==> config.mk <==
export PLATFORM = sky130hd
export DESIGN_NAME = pixel_array_ctrl
export DESIGN_NICKNAME = d
export VERILOG_FILES = /design/src/rtl/pixel_ctrl_pkg.sv /design/src/rtl/pixel_conv_counter.sv /design/src/rtl/pixel_array_ctrl.sv
export SDC_FILE = /design/constraint.sdc
export NUM_CORES = 1
export LEC_CHECK = 0
export CORE_ASPECT_RATIO = 1.75
export CORE_MARGIN = 1
export CORE_UTILIZATION = 36
export CTS_CLUSTER_DIAMETER = 50
export CTS_CLUSTER_SIZE = 8
export DETAILED_ROUTE_END_ITERATION = 16
export MAX_ROUTING_LAYER = met4
export SYNTH_ARGS = -nofsm -noshare
export SYNTH_HDL_FRONTEND = slang
export SYNTH_SLANG_ARGS = --single-unit
==> constraint.sdc <==
create_clock -name clk -period 3.4 [get_ports clk]
set_input_delay 0.51 -clock clk [delete_from_list [all_inputs] [get_ports clk]]
set_output_delay 0.51 -clock clk [all_outputs]
set_load 0.005 [all_outputs]
==> src/rtl/pixel_ctrl_pkg.sv <==
// Shared types, default dwell lengths and Gray helpers for the pixel array sequencer.
// Gray helpers are used when PIXCTRL_GRAY_EN is defined.
package pixel_ctrl_pkg;

   localparam int CNT_W        = 8;
   localparam int C_ERASE_DEF  = 5;
   localparam int C_EXPOSE_DEF = 255;
   localparam int C_READ_DEF   = 5;

   typedef enum logic [2:0] {
      S_IDLE,
      S_ERASE,
      S_EXPOSE,
      S_CONVERT,
      S_READ12,
      S_READ34
   } state_t;

   function automatic logic [CNT_W-1:0] bin2gray(input logic [CNT_W-1:0] b);
      return b ^ (b >> 1);
   endfunction

   function automatic logic [CNT_W-1:0] gray2bin(input logic [CNT_W-1:0] g);
      logic [CNT_W-1:0] b;
      b[CNT_W-1] = g[CNT_W-1];
      for (int i = CNT_W - 2; i >= 0; i--) begin
         b[i] = b[i+1] ^ g[i];
      end
      return b;
   endfunction

endpackage

==> src/rtl/pixel_conv_counter.sv <==
// Ramp count driven onto the DATA buses during conversion; output is registered.
// PIXCTRL_GRAY_EN selects Gray-coded output instead of plain binary.
module pixel_conv_counter #(
   parameter int CNT_W = 8
) (
   input  logic             clk,
   input  logic             enable,
   input  logic             clear,
   output logic [CNT_W-1:0] data_out
);
`ifdef PIXCTRL_GRAY_EN
   import pixel_ctrl_pkg::bin2gray;
`endif

   logic [CNT_W-1:0] bin;
   logic [CNT_W-1:0] bin_nxt;
   logic [CNT_W-1:0] enc_nxt;

   assign bin_nxt = bin + CNT_W'(1);

`ifdef PIXCTRL_GRAY_EN
   assign enc_nxt = bin2gray(bin_nxt);
`else
   assign enc_nxt = bin_nxt;
`endif

   // Encoded value is registered alongside the count so the bus never sees a decode glitch.
   always_ff @(posedge clk) begin
      if (clear) begin
         bin      <= '0;
         data_out <= '0;
      end else if (enable) begin
         bin      <= bin_nxt;
         data_out <= enc_nxt;
      end
   end

endmodule

==> src/rtl/pixel_array_ctrl.sv <==
// Frame sequencer for the 2x2 pixel array: erase, expose, ramp convert, read two pixel pairs.
// PIXCTRL_GRAY_EN: Gray ramp on the bus, captured codes decoded back to binary.
module pixel_array_ctrl #(
   parameter int C_ERASE  = pixel_ctrl_pkg::C_ERASE_DEF,
   parameter int C_EXPOSE = pixel_ctrl_pkg::C_EXPOSE_DEF,
   parameter int C_READ   = pixel_ctrl_pkg::C_READ_DEF,
   parameter int CNT_W    = 8
) (
   input  logic             clk,
   input  logic             reset,
   input  logic             start,
   output logic             ERASE,
   output logic             EXPOSE,
   output logic             CONVERT,
   output logic             READ12,
   output logic             READ34,
   output logic [CNT_W-1:0] data_out,
   output logic             data_oe,
   input  logic [CNT_W-1:0] data1,
   input  logic [CNT_W-1:0] data2,
   input  logic [CNT_W-1:0] data3,
   input  logic [CNT_W-1:0] data4,
   output logic [CNT_W-1:0] pix_a,
   output logic [CNT_W-1:0] pix_b,
   output logic             pix_pair,
   output logic             pix_valid,
   output logic             busy,
   output logic             frame_done
);
   import pixel_ctrl_pkg::state_t;
   import pixel_ctrl_pkg::S_IDLE;
   import pixel_ctrl_pkg::S_ERASE;
   import pixel_ctrl_pkg::S_EXPOSE;
   import pixel_ctrl_pkg::S_CONVERT;
   import pixel_ctrl_pkg::S_READ12;
   import pixel_ctrl_pkg::S_READ34;
`ifdef PIXCTRL_GRAY_EN
   import pixel_ctrl_pkg::gray2bin;
`endif

   localparam logic [15:0] D_ERASE  = 16'(C_ERASE - 1);
   localparam logic [15:0] D_EXPOSE = 16'(C_EXPOSE - 1);
   localparam logic [15:0] D_CONV   = 16'((1 << CNT_W) - 1);
   localparam logic [15:0] D_READ   = 16'(C_READ - 1);

   state_t           state;
   logic [15:0]      dwell;
   logic [CNT_W-1:0] cap1, cap2, cap3, cap4;

`ifdef PIXCTRL_GRAY_EN
   assign cap1 = gray2bin(data1);
   assign cap2 = gray2bin(data2);
   assign cap3 = gray2bin(data3);
   assign cap4 = gray2bin(data4);
`else
   assign cap1 = data1;
   assign cap2 = data2;
   assign cap3 = data3;
   assign cap4 = data4;
`endif

   // Bus drive tracks the CONVERT strobe flop exactly, so both drop on the same edge.
   assign data_oe = CONVERT;

   pixel_conv_counter #(.CNT_W(CNT_W)) u_ramp (
      .clk      (clk),
      .enable   (CONVERT),
      .clear    (reset | ~CONVERT),
      .data_out (data_out)
   );

   always_ff @(posedge clk) begin
      if (reset) begin
         state      <= S_IDLE;
         dwell      <= '0;
         ERASE      <= 1'b0;
         EXPOSE     <= 1'b0;
         CONVERT    <= 1'b0;
         READ12     <= 1'b0;
         READ34     <= 1'b0;
         busy       <= 1'b0;
         pix_valid  <= 1'b0;
         frame_done <= 1'b0;
         pix_pair   <= 1'b0;
         pix_a      <= '0;
         pix_b      <= '0;
      end else begin
         pix_valid  <= 1'b0;
         frame_done <= 1'b0;
         if (state != S_IDLE && dwell != 16'd0) begin
            dwell <= dwell - 16'd1;
         end
         case (state)
            S_IDLE: if (start) begin
               state <= S_ERASE;
               dwell <= D_ERASE;
               ERASE <= 1'b1;
               busy  <= 1'b1;
            end
            S_ERASE: if (dwell == 16'd0) begin
               state  <= S_EXPOSE;
               dwell  <= D_EXPOSE;
               ERASE  <= 1'b0;
               EXPOSE <= 1'b1;
            end
            S_EXPOSE: if (dwell == 16'd0) begin
               state   <= S_CONVERT;
               dwell   <= D_CONV;
               EXPOSE  <= 1'b0;
               CONVERT <= 1'b1;
            end
            S_CONVERT: if (dwell == 16'd0) begin
               state   <= S_READ12;
               dwell   <= D_READ;
               CONVERT <= 1'b0;
               READ12  <= 1'b1;
            end
            S_READ12: if (dwell == 16'd0) begin
               state     <= S_READ34;
               dwell     <= D_READ;
               READ12    <= 1'b0;
               READ34    <= 1'b1;
               pix_a     <= cap1;
               pix_b     <= cap2;
               pix_pair  <= 1'b0;
               pix_valid <= 1'b1;
            end
            S_READ34: if (dwell == 16'd0) begin
               state      <= S_IDLE;
               READ34     <= 1'b0;
               busy       <= 1'b0;
               pix_a      <= cap3;
               pix_b      <= cap4;
               pix_pair   <= 1'b1;
               pix_valid  <= 1'b1;
               frame_done <= 1'b1;
            end
            default: begin
               state <= S_IDLE;
               busy  <= 1'b0;
            end
         endcase
      end
   end

endmodule

## Yosys cells after proc, flatten, opt, wreduce, memory -nomap -nowiden

Index checks and enable logic that the tools add are counted.

- Register bits: 52
- Latch bits: 0
- RAM bits: 0
- Memory bits (read-only): 0
- Input bits: 35
- Output and inout bits: 34
- Logic and storage cells: 84
- Memories: 0

- $add $sub $neg: 2
- $mul: 0
- Div/mod/pow operators: 0
- Magnitude comparators: 0
- Equality and inequality tests: 11
- Shift-type cells: 0
- Mux-type cells: 30
- Bitwise operators: 5
- Reduce and logical (&&, ||, !) cells: 22

Operators with widths:

| operator | number |
|---|---|
| $mux W16 | 5 |
| $pmux W16 S4 | 1 |
| $mux W8 | 4 |
| $pmux W8 S2 | 2 |
| $mux W3 | 6 |
| $pmux W3 S6 | 1 |
| $reduce_and A3 Y1 | 6 |
| $logic_not A16 Y1 | 1 |
| $reduce_bool A16 Y1 | 1 |
| $sub A16 B1 Y16 const B | 1 |
| $ne A2 B2 Y1 const B | 6 |
| $pmux W1 S2 | 6 |
| $reduce_bool A2 Y1 | 5 |
| $add A8 B1 Y8 const B | 1 |
| $reduce_or A2 Y1 | 4 |
| $eq A3 B2 Y1 const B | 2 |
| $eq A3 B3 Y1 const B | 2 |
| $reduce_and A6 Y1 | 1 |
| $mux W1 | 4 |
| $not A1 Y1 | 4 |
| $reduce_or A4 Y1 | 1 |
| $eq A3 B1 Y1 const B | 1 |
| $logic_not A3 Y1 | 1 |
| $pmux W1 S3 | 1 |
| 3 further kinds | 3 |

## Logic depth before layout (Yosys ltp)

Gate-level depths: netlist of run 1.

- Depth in word-level cells: 5
- Depth in mapped cells: 9
- Mapped depth without buffers: 7

## By module

A second synthesis of run 1 with hierarchy kept.

- Cell total of the unflattened synthesis: 268
- Area total of the unflattened synthesis: 2402.3 um^2

Modules (own cells, without submodules):

| module | instances | cells an instance | area each (um^2) | seq. area each (um^2) |
|---|---|---|---|---|
| pixel_array_ctrl | 1 | 231 | 2063.2 | 880.8 |
| pixel_conv_counter | 1 | 37 | 339.1 | 160.2 |

## Worst setup path before layout of run 1

OpenSTA, ideal clock, no wires.

- Kind: flip-flop to flip-flop
- Start: register dwell[0]
- End: register pix_b[2]
- Setup time: 81 ps
- Arrival: 2406 ps
- Required time: 3319 ps
- Path slack: 913 ps
- Cell stages (with the launch flop): 10
- Path buffers: 2
- Period minus slack after synthesis: 2487 ps
- Cells stage by stage: dfxtp_1 inv_1 ha_1 or3b_2 or4_1 buf_2 nor3_4 buf_6 nor2_2 a211oi_2

- Word-level cells in the longest chain between the ends: 3
- Elaborated cells on any way between the ends: 4
- Classes of those cells: eq/ne (2); reduce/logical (2)

RTL lines:

| what | line | source |
|---|---|---|
| from (decl) | pixel_array_ctrl.sv:47 | `logic [15:0] dwell;` |
| from (signal assigned) | pixel_array_ctrl.sv:91 | `dwell <= dwell - 16'd1;` |
| $logic_not A16 Y1 (*) | pixel_array_ctrl.sv:118, pixel_array_ctrl.sv:128 |  |
| $ne A2 B2 Y1 (no source line) | n/a |  |
| $reduce_and A3 Y1 (no source line) (*) | n/a |  |
| to (signal assigned) | pixel_array_ctrl.sv:124 | `pix_b <= cap2;` |
| to (signal assigned) | pixel_array_ctrl.sv:133 | `pix_b <= cap4;` |
| to (decl) | pixel_array_ctrl.sv:24 | `output logic [CNT_W-1:0] pix_b,` |

Every way passes the cells marked *; elsewhere a longest branch is shown, timed or not.
A chain may end at the register's enable or synchronous reset.

## Worst setup path after layout of run 1

- Start: register dwell[0]
- End: register pix_pair

- Word-level cells in the longest chain between the ends: 3
- Elaborated cells on any way between the ends: 4
- Classes of those cells: eq/ne (2); reduce/logical (2)

RTL lines:

| what | line | source |
|---|---|---|
| $logic_not A16 Y1 (*) | pixel_array_ctrl.sv:118, pixel_array_ctrl.sv:128 |  |
| $ne A2 B2 Y1 (no source line) | n/a |  |
| $reduce_and A3 Y1 (no source line) (*) | n/a |  |
| to (signal assigned) | pixel_array_ctrl.sv:84 | `pix_pair <= 1'b0;` |
| to (signal assigned) | pixel_array_ctrl.sv:125 | `pix_pair <= 1'b0;` |
| to (signal assigned) | pixel_array_ctrl.sv:134 | `pix_pair <= 1'b1;` |
| to (decl) | pixel_array_ctrl.sv:25 | `output logic pix_pair,` |

Marked as above.

==> flow_metrics.tcl, run 1 <==
set metrics [dict create \
    dieArea_mm2 0.007320 \
    period_share_pct 85.22 \
    wire_per_inst_um 13.80 \
    final_hold_viol_count 0 \
    worst-path-max-fanout 35 \
    rsz0062_at_grt "no" \
    netSwitchingFraction_pct 40.15 \
    power_frac_comb_pct 48.1 \
    ios 69 \
    status "complete, no violations" \
    hold_path.class "reg2reg" \
    syn_area_per_cell_um2 9.024 \
    cts_num_sinks 52 \
    post-cts-setup-buffer-count 0 \
    crit_slowest_cell "or4_1" \
    synth_async_sr_flop_share_pct 0 \
    vias_per_cell 5.226 \
    drt-initial-drc-count 62 \
    io_buffers 68 \
    vdd_drop_max_v 0.0003398 \
    powerDensity_mw_per_mm2 755.3 \
    final_layout_size_suffix_gt1_share_pct 10.20 \
    dieHeight_um 112.4 \
    initial_core_util_pct 37.80 \
    power.share.clock_pct 20.1 \
    antenna_cells 0 \
    yosysTopAreaCellShare_pct 41.50 \
    final.min_clock_period_ps 2898 \
    cpPeakStageDelay_ps 700 \
    synthDistinctLibCells 42 \
    start_kind "register" \
    detail_route.drc_violations 0 \
    placed_area_mm2 0.003261 \
    pwr-share-seq_pct 31.8 \
    synth_most_common_cell "dfxtp_1" \
    cp.required_ps 3570 \
    post_cts_resized 0 \
    end_kind "register" \
    final.setup_skew_ps 6.105 \
    worst_ep_arrival_time_ps 3070 \
    synth_edf_count 0 \
    die_w_um 65.11 \
    dp_worst_setup_slack_ps 533.7 \
    antenna_found_initial 0 \
    syn-num-nets 316 \
    synthFlopType "dfxtp_1" \
    slew_viol_final 0 \
    total_power_w 0.002576 \
    syn_inst 278 \
    htreeDepth 2 \
    ctsHoldBuffers 0 \
    finalWorstSetupSlack_ps 502.5 \
    grt_use_total_pct 17.99 \
    p_leak_nw 1.152 \
    dr.pass1.iters 6 \
    p_switching_w 0.001034 \
    path_class "reg2reg" \
    core_area_mm2 0.006636 \
    num_vias 2221 \
    clk_pin_slew_ps 70 \
    synth_seq_cells 52 \
    worst_slew_pin_slew_ps 655.2 \
    drt_wl_total_mm 5.866 \
    synth_top_area_cell "dfxtp_1" \
    place.gp.congestion 0.7974 \
    cts_tree "built" \
    fin_util_pct 51.40 \
    grt_pass1_wl_mm 9.956 \
    slew_headroom_pct 55.99 \
    design_area_mm2 0.003411 \
    netlist_top_cells_count "52 x dfxtp_1, 42 x nor2_1, 17 x a21oi_1, 17 x mux2i_1, 14 x xnor2_1" \
    synthesis.area_mm2 0.002509 \
    ant_nets 0 \
    cap_violations 0 \
    cts_root_buffer "clkbuf_16" \
    overflow 0 \
    syn_to_final_growth_pct 35.96 \
    cts_buffer_depth 2 \
    setup_viol 0 \
    yosys-top-cells-area "dfxtp_1 41%, mux2i_1 6.8%, a211oi_2 6.5%" \
    clk_latency_ps 300 \
    fin_tns_setup_ps 0 \
    p_int_w 0.001542 \
    dp_hpwl_mm 4.264 \
    fin_nets 380 \
    fmax_mhz 345.1 \
    cts_buffers 5 \
    grt_start_max_net_pins 36 \
    yosysSeqAreaShare_pct 41.50 \
    yosys_warnings 0 \
    grt_pass1_vias 2152 \
    rows 39 \
    crit_chain "inv_1, ha_1, or3b_2, or4_1, nor3_4, buf_4, mux2i_1, nor2_1" \
]
==> routing by layer <==
layer	track usage, %	routed length [µm]	vias up
li1	-	-	1121
met1	18.89	2366	1026
met2	30.42	3067	61
met3	4.878	261	13
met4	8.696	171	0
met5	-	0	-
==> cells by family (layout without fill, tap and decap cells) <==
family	after synthesis	after routing	synth area share, %
buffers and inverters	24	89	4.588
XOR/XNOR	19	19	6.633
AO/OA/AOI/OAI	57	57	17.51
adder cells (fa/ha/maj)	3	3	1.496
flip-flops	52	52	41.50
multiplexers	17	17	6.783
AND/OR/NAND/NOR	106	106	21.50
==> metrics by stage <==
stage	instances	hold WS (ps)
detailed placement	417	482.3
global route	425	522.6
finish	425	490.2
floorplan	278	464.5
CTS	425	496.2
global placement	417	478.4
==> state kept, by name, indices dropped and copies added, names as in the netlist, 3 cells and up <==
| name | count |
|---|---|
| u_ramp.bin | 8 |
| state | 3 |
| pix_b | 8 |
| pix_a | 8 |
| dwell | 16 |
==> placed cells by master (no fill, tap or decap), drive strengths merged, types with 3 or more instances in the layout <==
| cell | netlist | layout |
|---|---|---|
| nand3 | 6 | 6 |
| xor2 | 5 | 5 |
| buf | 7 | 7 |
| a211oi | 20 | 20 |
| inv | 5 | 5 |
| nor4 | 8 | 8 |
| dfxtp | 52 | 52 |
| o21ai | 6 | 6 |
| xnor2 | 14 | 14 |
| nand2b | 3 | 3 |
| nor2 | 45 | 45 |
| a21oi | 17 | 17 |
| ha | 3 | 3 |
| nor3 | 14 | 14 |
| a31oi | 3 | 3 |
| nand2 | 10 | 10 |
| clkbuf | 11 | 7 |
| nand4 | 5 | 5 |
| or4 | 6 | 6 |
| clkdlybuf4s50 | 0 | 68 |
| mux2i | 17 | 17 |
| or3 | 5 | 5 |
==> layout make-up <==
type                       count  area [µm²]
clock inverter                 1       7.507
inverter                       6       22.52
clock buffer                   7       142.6
timing repair buffer          75       733.2
sequential                    52        1041
multi-input combinational    202        1361
fill                         661        3226
tap                           82       102.6
==> worst max-delay path: cells and delay by family (launching register included) <==
| kind | cells | cell delay [ps] |
|---|---|---|
| adder cells (fa/ha/maj) | 1 | 180 |
| buffers and inverters | 2 | 610 |
| flip-flops | 1 | 340 |
| multiplexers | 1 | 230 |
| AND/OR/NAND/NOR | 4 | 1400 |
==> final timing paths <==
kind,depth (start not counted),to,slack [ps],start
hold reg to reg,2,EXPOSE,490,EXPOSE
hold / removal,2,EXPOSE,490,EXPOSE
setup reg to reg,8,pix_pair,500,dwell[0]
setup / recovery,8,pix_pair,500,dwell[0]
==> power by group through the flow <==
stage          registers, W  logic (W)  clock network (W)
2_1_floorplan      0.000785   0.000930                  0
3_3_place_gp       0.000826    0.00122                  0
3_5_place_dp       0.000830    0.00123                  0
4_1_cts            0.000816    0.00124           0.000532
5_1_grt            0.000833    0.00138           0.000560
6_report           0.000818    0.00124           0.000519
(Power assumes the default switching activity.)
==> inputs of run 2 (changes only) <==
--- a/config.mk
+++ b/config.mk
@@ -5,6 +5,7 @@
 export SDC_FILE = /design/constraint.sdc
 export NUM_CORES = 1
 export LEC_CHECK = 0
+export CAP_MARGIN = 0
 export CORE_ASPECT_RATIO = 1.75
 export CORE_MARGIN = 1
 export CORE_UTILIZATION = 36
==> results of run 2 <==
No change in the layout: final DEF, timing and power equal those of run 1.
==> inputs of run 3 (changes only) <==
--- a/config.mk
+++ b/config.mk
@@ -15,4 +15,5 @@
 export MAX_ROUTING_LAYER = met4
 export SYNTH_ARGS = -nofsm -noshare
 export SYNTH_HDL_FRONTEND = slang
+export SYNTH_HIERARCHICAL = 1
 export SYNTH_SLANG_ARGS = --single-unit
==> flow_metrics.tcl, run 3 <==
set metrics [dict create \
    fin_tns_setup_ps 0 \
    io_buffers 68 \
    use_met2_pct 33.13 \
    worst_slew_pin_slew_ps 1122 \
    syn_inst 268 \
    grt_use_total_pct 18.86 \
    synth_most_common_cell "dfxtp_1" \
    yosys_warnings 6 \
    cp.required_ps 3570 \
    grt_pass1_wl_mm 10.09 \
    post-cts-setup-buffer-count 0 \
    cts_tree "built" \
    multi_input_area_mm2 0.001269 \
    grt_start_max_net_pins 24 \
    pwr-share-seq_pct 37.0 \
    p_int_w 0.001340 \
    clk_pin_slew_ps 60 \
    synth_top_area_cell "dfxtp_1" \
    p_leak_nw 1.149 \
    slew_viol_final 0 \
    detail_route.drc_violations 0 \
    worst-path-max-fanout 23 \
    setup_viol 0 \
    power.share.clock_pct 24.6 \
    hold_path.class "reg2reg" \
    drt-initial-drc-count 125 \
    netlist_top_cells_count "52 x dfxtp_1, 30 x nor2_1, 16 x a221o_1, 16 x and2_0, 15 x a21oi_1" \
    use_met3_pct 3.807 \
    dp_worst_setup_slack_ps 814.3 \
    antenna_cells 0 \
    worst_ep_arrival_time_ps 2750 \
    rsz0062_at_grt "no" \
    syn_to_final_growth_pct 36.20 \
    power_frac_comb_pct 38.4 \
    wire_per_inst_um 14.42 \
    seq_area_mm2 0.001041 \
    end_kind "register" \
    yosys-top-cells-area "dfxtp_1 43%, a221o_1 6.7%, nor2_1 4.7%" \
    syn-num-nets 306 \
    yosysTopAreaCellShare_pct 43.33 \
    p_switching_w 0.0007681 \
    grt_pass1_vias 2114 \
    ctsHoldBuffers 0 \
    largest_register_ff_count 16 \
    yosysSeqAreaShare_pct 43.33 \
    post_cts_resized 0 \
    drt_wl_total_mm 5.899 \
    cap_violations 0 \
    powerDensity_mw_per_mm2 644.3 \
    final.min_clock_period_ps 2577 \
    antenna_found_initial 0 \
    netSwitchingFraction_pct 36.44 \
    synthDistinctLibCells 45 \
    dp_hpwl_mm 4.341 \
    place.gp.congestion 0.8457 \
    cts_buffer_depth 2 \
    met1_usage_pct 20.61 \
    final_hold_viol_count 0 \
    status "complete, no violations" \
    timing.hold.ws_ps 450.8 \
    htreeDepth 2 \
    num_vias 2176 \
    fmax_mhz 388.0 \
    core_area_mm2 0.006490 \
    layout_common_cells "68 x clkdlybuf4s50_1, 52 x dfxtp_1, 30 x nor2_1" \
    cts_num_sinks 52 \
    cts_buffers 5 \
    clk_latency_ps 290 \
    syn_area_per_cell_um2 8.964 \
    ant_nets 0 \
    start_kind "register" \
    slew_headroom_pct 24.91 \
    initial_core_util_pct 37.02 \
    cts_root_buffer "clkbuf_16" \
    path_class "reg2reg" \
    fill_cells 621 \
    dr.pass1.iters 6 \
    busiest_layer "met2" \
    fin_nets 365 \
    top_register "dwell" \
    rows 39 \
    die_w_um 63.75 \
    synthFlopType "dfxtp_1" \
    dieArea_mm2 0.007017 \
    final.setup_skew_ps 4.043 \
    period_share_pct 75.81 \
    synth_edf_count 0 \
    synth_seq_cells 52 \
    vdd_drop_max_v 0.0004560 \
    synth_async_sr_flop_share_pct 0 \
    dieHeight_um 110.1 \
    ios 69 \
    overflow 0 \
    final_layout_size_suffix_gt1_share_pct 4.587 \
    finalWorstSetupSlack_ps 822.5 \
    final_common_cell "clkdlybuf4s50_1" \
    synthesis.area_mm2 0.002402 \
    vias_per_cell 5.320 \
]
## run 3: cell types whose count changed in the layout (fill, tap and decap cells not counted), sizes merged, moves of 5 or more
cell	before	now
a211oi	20	4
a221o	0	16
and2	2	19
buf	7	2
mux2i	17	4
nor2	45	30
## run 3: worst max-delay path, cell delays in order (launching register included)
cell	delay (ps)
dfxtp_1	350
inv_1	130
ha_1	220
or4b_2	630
nor4_4	150
buf_4	290
a21oi_2	210
and2_0	210
a221o_1	260
## run 3: per-stage QoR
step	area, µm²	utilization [%]	std cells	total power, W
3_3_place_gp	3119	48.06	402	0.001594
3_5_place_dp	3119	48.06	402	0.001601
4_1_cts	3272	50.41	409	0.002134
6_report	3272	50.41	409	0.002108
2_1_floorplan	2402	-	268	0.001374
5_1_grt	3272	50.41	409	0.002271
## run 3: final timing paths
path	startpoint	end	slack [ps]	cells after the start
max	dwell[0]	pix_a[7]	820	8
min	pix_pair	pix_pair	450	2
max reg2reg	dwell[0]	pix_a[7]	820	8
min reg2reg	pix_pair	pix_pair	450	2
## run 3: layout make-up
cell class,count,share of cell area [%]
Multi-Input combinational cell,195,38.78
Inverter,3,0.3442
Tap cell,82,3.136
Timing Repair Buffer,70,21.26
Clock buffer,7,4.665
Sequential cell,52,31.82
## run 3: routing by layer
layer / part of all wire, % / wire length, µm
met1: 41 / 2442
met2: 52 / 3044
met3: 4.8 / 281
met4: 2.2 / 131
met5: 0 / 0
## run 3: power groups by stage
stage / clock network [W] / logic [W] / registers (W)
floorplan: 0 / 0.000631 / 0.000743
global placement: 0 / 0.000803 / 0.000791
detailed placement: 0 / 0.000810 / 0.000791
CTS: 0.000541 / 0.000814 / 0.000778
global route: 0.000567 / 0.000907 / 0.000797
finish: 0.000519 / 0.000809 / 0.000780
## run 3: kinds of logic after synthesis
kind of cell,after synthesis,share of synthesized area [%]
fa+ha+maj,3,1.563
flops,52,43.33
buf+inv,21,3.854
xor+xnor,14,5.104
compound gates,53,16.30
simple gates,121,28.18
mux,4,1.667
